==> src/rtl/move_scanner_if.sv <==
// Select/move-word bundle between the scanner, the external move mux and the downstream consumer.
interface move_scanner_if #(
  parameter int unsigned SQ_W   = 6,
  parameter int unsigned DIR_W  = 4,
  parameter int unsigned MOVE_W = 32
);
  logic [SQ_W-1:0]   sel_square;
  logic [DIR_W-1:0]  sel_dir;
  logic [MOVE_W-1:0] move_in;
  logic [MOVE_W-1:0] move_out;
  logic              move_valid;
  logic              move_ready;

  modport master (
    output sel_square, sel_dir, move_out, move_valid,
    input  move_in, move_ready
  );

  modport slave (
    input  sel_square, sel_dir, move_out, move_valid,
    output move_in, move_ready
  );
endinterface

==> src/rtl/move_scanner.sv <==
// Sweeps every (square, direction) move slot, drops empty/non-capture words and
// streams the survivors on a valid/ready port with a saturating move counter.
module move_scanner #(
  parameter int unsigned NUM_SQ  = 64,
  parameter int unsigned NUM_DIR = 16,
  parameter int unsigned MOVE_W  = 32,
  parameter int unsigned CNT_W   = 8
) (
  input  logic              clk,
  input  logic              clear,
  input  logic              start,
  input  logic              abort,
  input  logic              capture_only,
  move_scanner_if.master    mv,
  output logic              busy,
  output logic              done,
  output logic [CNT_W-1:0]  move_count,
  output logic              overflow
);

  localparam int unsigned SQ_W    = $clog2(NUM_SQ);
  localparam int unsigned DIR_W   = $clog2(NUM_DIR);
  localparam int unsigned CAP_LSB = 24;
  localparam int unsigned CAP_MSB = 29;
  localparam logic [CNT_W-1:0] CNT_MAX = {CNT_W{1'b1}};
  localparam logic [SQ_W-1:0]  SQ_LAST  = SQ_W'(NUM_SQ - 1);
  localparam logic [DIR_W-1:0] DIR_LAST = DIR_W'(NUM_DIR - 1);

  typedef enum logic [1:0] {
    IDLE  = 2'd0,
    SCAN  = 2'd1,
    DRAIN = 2'd2
  } state_t;

  state_t             state_q, state_d;
  logic [SQ_W-1:0]    sel_sq_q, sel_sq_d;
  logic [DIR_W-1:0]   sel_dir_q, sel_dir_d;
  logic [MOVE_W-1:0]  out_q, out_d;
  logic               valid_q, valid_d;
  logic               busy_q, busy_d;
  logic               done_q, done_d;
  logic [CNT_W-1:0]   cnt_q, cnt_d;
  logic               ovf_q, ovf_d;
  logic               cap_q, cap_d;

  logic eligible_c;
  logic slot_free_c;
  logic handshake_c;
  logic last_slot_c;

  assign eligible_c  = (mv.move_in != '0) &&
                       (!cap_q || (mv.move_in[CAP_MSB:CAP_LSB] != '0));
  assign slot_free_c = !valid_q || mv.move_ready;
  assign handshake_c = valid_q && mv.move_ready;
  assign last_slot_c = (sel_sq_q == SQ_LAST) && (sel_dir_q == DIR_LAST);

  // Next-state and next-output logic; every register defaults to hold.
  always_comb begin
    state_d   = state_q;
    sel_sq_d  = sel_sq_q;
    sel_dir_d = sel_dir_q;
    out_d     = out_q;
    valid_d   = valid_q;
    busy_d    = busy_q;
    done_d    = 1'b0;
    cnt_d     = cnt_q;
    ovf_d     = ovf_q;
    cap_d     = cap_q;

    case (state_q)
      IDLE: begin
        if (start) begin
          state_d   = SCAN;
          sel_sq_d  = '0;
          sel_dir_d = '0;
          cnt_d     = '0;
          ovf_d     = 1'b0;
          cap_d     = capture_only;
          busy_d    = 1'b1;
        end
      end

      SCAN: begin
        if (abort) begin
          state_d   = IDLE;
          valid_d   = 1'b0;
          sel_sq_d  = '0;
          sel_dir_d = '0;
          busy_d    = 1'b0;
        end else begin
          if (handshake_c) valid_d = 1'b0;
          // An eligible word with a full output slot stalls the sweep in place.
          if (!eligible_c || slot_free_c) begin
            if (eligible_c) begin
              out_d   = mv.move_in;
              valid_d = 1'b1;
              if (cnt_q == CNT_MAX) ovf_d = 1'b1;
              else                  cnt_d = CNT_W'(cnt_q + 1'b1);
            end
            if (last_slot_c) begin
              state_d   = DRAIN;
              sel_sq_d  = '0;
              sel_dir_d = '0;
            end else if (sel_dir_q == DIR_LAST) begin
              sel_dir_d = '0;
              sel_sq_d  = SQ_W'(sel_sq_q + 1'b1);
            end else begin
              sel_dir_d = DIR_W'(sel_dir_q + 1'b1);
            end
          end
        end
      end

      DRAIN: begin
        if (abort) begin
          state_d   = IDLE;
          valid_d   = 1'b0;
          sel_sq_d  = '0;
          sel_dir_d = '0;
          busy_d    = 1'b0;
        end else if (slot_free_c) begin
          state_d = IDLE;
          valid_d = 1'b0;
          busy_d  = 1'b0;
          done_d  = 1'b1;
        end
      end

      default: begin
        state_d   = IDLE;
        valid_d   = 1'b0;
        sel_sq_d  = '0;
        sel_dir_d = '0;
        busy_d    = 1'b0;
      end
    endcase
  end

  always_ff @(posedge clk) begin
    if (clear) begin
      state_q   <= IDLE;
      sel_sq_q  <= '0;
      sel_dir_q <= '0;
      out_q     <= '0;
      valid_q   <= 1'b0;
      busy_q    <= 1'b0;
      done_q    <= 1'b0;
      cnt_q     <= '0;
      ovf_q     <= 1'b0;
      cap_q     <= 1'b0;
    end else begin
      state_q   <= state_d;
      sel_sq_q  <= sel_sq_d;
      sel_dir_q <= sel_dir_d;
      out_q     <= out_d;
      valid_q   <= valid_d;
      busy_q    <= busy_d;
      done_q    <= done_d;
      cnt_q     <= cnt_d;
      ovf_q     <= ovf_d;
      cap_q     <= cap_d;
    end
  end

  assign mv.sel_square = sel_sq_q;
  assign mv.sel_dir    = sel_dir_q;
  assign mv.move_out   = out_q;
  assign mv.move_valid = valid_q;
  assign busy          = busy_q;
  assign done          = done_q;
  assign move_count    = cnt_q;
  assign overflow      = ovf_q;

endmodule

==> src/flat_wrapper.sv <==
// flat-port wrapper written by rule: the top's interface ports become plain ports
module move_scanner_flat 
#(
  parameter int unsigned NUM_SQ  = 64,
  parameter int unsigned NUM_DIR = 16,
  parameter int unsigned MOVE_W  = 32,
  parameter int unsigned CNT_W   = 8
)
  (clk, clear, start, abort, capture_only, busy, done, move_count, overflow, mv_sel_square, mv_sel_dir, mv_move_out, mv_move_valid, mv_move_in, mv_move_ready);
  move_scanner_if #(.MOVE_W(MOVE_W)) mv_i ();
  input  logic clk;
  input  logic clear;
  input  logic start;
  input  logic abort;
  input  logic capture_only;
  output logic busy;
  output logic done;
  output logic [CNT_W-1:0] move_count;
  output logic overflow;
  output wire logic [$bits(mv_i.sel_square)-1:0] mv_sel_square;
  output wire logic [$bits(mv_i.sel_dir)-1:0] mv_sel_dir;
  output wire logic [$bits(mv_i.move_out)-1:0] mv_move_out;
  output wire logic [$bits(mv_i.move_valid)-1:0] mv_move_valid;
  input wire logic [$bits(mv_i.move_in)-1:0] mv_move_in;
  input wire logic [$bits(mv_i.move_ready)-1:0] mv_move_ready;
  assign mv_sel_square = mv_i.sel_square;
  assign mv_sel_dir = mv_i.sel_dir;
  assign mv_move_out = mv_i.move_out;
  assign mv_move_valid = mv_i.move_valid;
  assign mv_i.move_in = mv_move_in;
  assign mv_i.move_ready = mv_move_ready;
  move_scanner #(.NUM_SQ(NUM_SQ), .NUM_DIR(NUM_DIR), .MOVE_W(MOVE_W), .CNT_W(CNT_W)) u_core (.clk(clk), .clear(clear), .start(start), .abort(abort), .capture_only(capture_only), .mv(mv_i), .busy(busy), .done(done), .move_count(move_count), .overflow(overflow));
endmodule
==> config.mk <==
export PLATFORM = sky130hd
export DESIGN_NAME = move_scanner_flat
export DESIGN_NICKNAME = d
export VERILOG_FILES = /design/src/rtl/move_scanner_if.sv /design/src/rtl/move_scanner.sv /design/src/flat_wrapper.sv
export SDC_FILE = /design/constraint.sdc
export NUM_CORES = 1
export LEC_CHECK = 0
export CORE_ASPECT_RATIO = 1.25
export CORE_UTILIZATION = 48
export CTS_CLUSTER_DIAMETER = 60
export DETAILED_ROUTE_END_ITERATION = 10
export GPL_TIMING_DRIVEN = 0
export PLACE_DENSITY_LB_ADDON = 0.1
export SYNTH_ARGS = -nofsm -noshare
export SYNTH_HDL_FRONTEND = slang
export SYNTH_SLANG_ARGS = --single-unit
export TNS_END_PERCENT = 10
==> constraint.sdc <==
create_clock -name clk -period 2.7 [get_ports clk]
set_input_delay 0.27 -clock clk [delete_from_list [all_inputs] [get_ports clk]]
set_output_delay 0.27 -clock clk [all_outputs]
set_load 0.02 [all_outputs]
==> metrics list <==
- The flow ran to the end, and the final reports show no timing, DRC or antenna violations.
- Clock tree buffer depth: 2
* Clock-pin slew of the registers on the worst-case setup and hold paths: about 0.07 ns
- At the end of routability-driven placement, the weighted congestion stood at just over 0.8.
- In this run the tightest slew margin relative to its limit is 57.2%.
- Clock Latency Late Sink: between 0.3 and 0.4 ns
- Post-synthesis cell type with the largest combined area: dfxtp_1
- Chip height: between 80 and 90 um
- The worst setup path is launched from an input port.
- After layout, the worst path uses 79.7% of the clock period.
* Category of the worst setup path capture point: flop
- Setup slack, reg-to-reg: about 0.64 ns
* Post-route cell area: about 3800 um2
- After detailed routing, the number of vias per cell comes to roughly 5.5.
- Static timing analysis puts the maximum clock frequency at around 0.46 GHz.
- The Yosys step of the flow raised 0 warnings.
- The clock period could shrink to ~2.2 ns.
- Standard-cell rows: 29
- Worst Hold Slack: approximately 0.48 ns
- VDD sags by at most about 0.00042 V.
* Share of layout cells above drive strength 1: about 7.6%
- Ranked by total cell area, the synthesized netlist is headed by dfxtp_1 (43%), mux2i_1 (13%), nor2_1 (6.4%).
- Once the floorplan was initialized, standard cells occupied approximately half of the core.
- CP Class: in2reg
- Area of the die: 5770 um2
* Count of cells along the worst register-to-register path: 7
- For this design, the CTS-stage hold fixing added 0 buffers.
- Top cell type's share of synthesized area: 43.5%
- MaxCap Viol Count: 0
* Arr. time, crit path: between 2 and 2.5 ns
* Via count of the first global-routing pass: around 2,300
* Number of clock sinks: 57
* Cell leakage power: ~1.5 nW
- Setup violations remaining at the end of the flow were counted as 0.
- Final hold violation count: 0
- Post-detail-place hpwl: a little under 5000 um
- Worst reg2reg endpoint: u_core.mv.sel_dir[1]
- Min-Delay Path Class: in2reg
- Most numerous cell types in the synthesized netlist: dfxtp_1 (57), nor2_1 (45), mux2i_1 (34)
- Total wire length: roughly 6500 um
- Among all stages on the critical path, the largest delay is contributed by clkdlybuf4s50_1.
- Along the worst path, the maximum fanout reaches 10.
- Clock tree synthesis selected as its root buffer the cell clkbuf_8.
- Count of final max-slew check failures: 0
* Number of antenna violations at the first check in global routing: 0
- Setup repair after global routing left no endpoint under its margin.
- The worst hold path begins at clear.
- Yosys mapped a number of flops with a built-in enable equal to 0.
- Dividing total power by cell area gives a power density of roughly 490 nW/um2.
- The worst register-to-register path begins at u_core.state_q[1].
- After detailed routing, the number of remaining DRC violations is 0.
* Standard cell area after detailed placement: 3600 um2
- The number of clock buffers added by TritonCTS is 9.
- The synthesized netlist occupies a cell area of about 2600 um2.
- The first global-routing pass estimated about 11,000 um of wire.
- X dimension of the die: between 60 and 70 um
- Synthesis handed over a netlist of 291 instances.
- The worst hold path was traced through 4 stages.
- After synthesis, the share of flip-flops with an asynchronous set or reset is 0%.
- Dividing the synthesized area by the synthesized cell count gives 9.02 um2.
* Number of distinct library cell variants in the gate-level netlist after synthesis: 50
- Total Negative Setup Slacks: 0 ns
- For the pin with the worst max-slew slack, the measured transition is between 0.6 and 0.7 ns.
- Largest net degree at the start of global routing: 11
- Pre-antenna DRT Iters: 4
* Worst path max stage delay: roughly 0.43 ns
- TritonCTS built the clock tree.
- In this run the number of H-tree levels came out at 3.
- After global routing the overflow that remains totals 0.
- Once the clock tree was built, the setup fixing pass inserted 0 buffers.
- Remaining antenna violation count after routing: 0
- # diodes: 0
- Prior to clock tree synthesis, the placed netlist has a worst setup slack of approximately 0.18 ns.
- Synthesized Nets: 332
* Overall routing resource usage: 24.4%
- Kind of cell adding the most delay to the critical path: simple AND/OR/NAND/NOR gates
- Pin placement for this block handled a little over 90 I/O pins.
- Across all setup checks in the final design, the least slack found is about 0.55 ns.
* Synth Flop Type: dfxtp_1
- The final layout contains roughly 430 nets.
- Most common cell in the synthesized netlist: dfxtp_1
- Area of the core region: a little over 5000 um2
- For hold timing, the worst endpoint is u_core.mv.sel_dir[2].
* Cell-by-cell trace of the critical path: clkdlybuf4s50_1 > nor4_1 > nand4_1 > or3_1 > buf_6 > nand3_4 > buf_12 > mux2i_1 > nor2_1
- Routed via count: 2,509
- Data on the critical path is required at its endpoint by between 2 and 3 ns.
* Clock skew after layout: roughly 0.007 ns
* Area growth syn-to-layout: 43.4%
- During placement, the flow inserted port buffers numbering 90.
- The share of the Yosys chip area taken by registers is between 40% and 50%.
- The number of buffers and inverters on the critical path is 3.
- Synthesis-stage register bit count: 57
* Number of design-rule violations left by the first detailed-router iteration: 108
* Gates resized, CTS repair: 0
- Dividing the detail-routed wire length by the instance count gives approximately 14 um.
[registers in the layout, indices dropped and copies added, names as in the netlist]
name,flops
u_core.busy,1
u_core.cap_q,1
u_core.done,1
u_core.move_count,8
u_core.mv.move_out,32
u_core.mv.move_valid,1
u_core.mv.sel_dir,4
u_core.mv.sel_square,6
u_core.overflow,1
u_core.state_q,2
[power by group]
part           total, mW  internal (mW)  switching (mW)  leakage (nW)
clock network      0.681          0.346           0.335        0.0887
registers          0.882          0.867          0.0156         0.462
logic              0.283          0.143           0.140         0.998
[layout by cell type (no fill, tap or decap), types with 4 or more instances in the layout]
cell              n
a31oi_1           4
a21oi_1          17
inv_1             6
nor2_1           45
nand2b_1          7
mux2i_1          34
clkbuf_1          6
or3_1             6
nor2b_1           5
nand2_1          16
clkinv_2          4
nand3_1          19
clkbuf_8         10
clkdlybuf4s50_1  90
dfxtp_1          57
o21ai_0           9
nor4_1           10
[per-stage QoR]
stage / power [mW] / cells / util, %
global placement: 1.18 / 443 / 69.9
detailed placement: 1.18 / 443 / 69.9
CTS: 1.85 / 458 / 73.1
finish: 1.85 / 458 / 73.1
floorplan: 1.05 / 291 / -
global route: 1.92 / 458 / 73.1
[worst max path at each step]
stage	slack [ns]	endpoint	depth (start not counted)	startpoint
finish	0.55	u_core.mv.move_out[4]	9	mv_move_in[3]
global route	0.35	u_core.mv.move_out[2]	9	mv_move_in[3]
CTS	0.54	u_core.mv.move_out[4]	9	mv_move_in[3]
detailed placement	0.18	u_core.mv.move_out[4]	9	mv_move_in[3]
global placement	0.23	u_core.mv.move_out[15]	9	mv_move_in[3]
floorplan	0.75	u_core.move_count[5]	7	u_core.move_count[0]
[per-layer routing]
layer / global-route usage, % / routed length, um / vias to the layer above
met5: 0 / 0 / -
met4: 8.52 / 65 / 0
met3: 9.65 / 370 / 5
met2: 38.1 / 3280 / 56
met1: 29.9 / 2810 / 1189
li1: - / - / 1259
[tightest hold or removal path, delay by kind of cell]
kind / cells / cell delay [ns]
AO/OA/AOI/OAI: 2 / 0.13
AND/OR/NAND/NOR: 1 / 0.16
buffers and inverters: 1 / 0.22
[kinds of logic after synthesis]
| family | count (synthesis) | share of synthesized area, % |
|---|---|---|
| AO/OA/AOI/OAI | 49 | 12.1 |
| adder cells (fa/ha/maj) | 3 | 1.43 |
| buffers and inverters | 19 | 5.05 |
| flip-flops | 57 | 43.5 |
| multiplexers | 34 | 13.0 |
| AND/OR/NAND/NOR | 129 | 25.0 |
[final cells by class]
class | instances | area [um2]
Sequential cell | 57 | 1140
Tap cell | 62 | 77.6
Inverter | 6 | 22.5
Timing Repair Buffer | 90 | 901
Buffer | 13 | 110
Clock inverter | 4 | 20.0
Clock buffer | 11 | 141
Multi-Input combinational cell | 215 | 1350
Fill cell | 406 | 1390
Power figures use the tool's default switching activity.
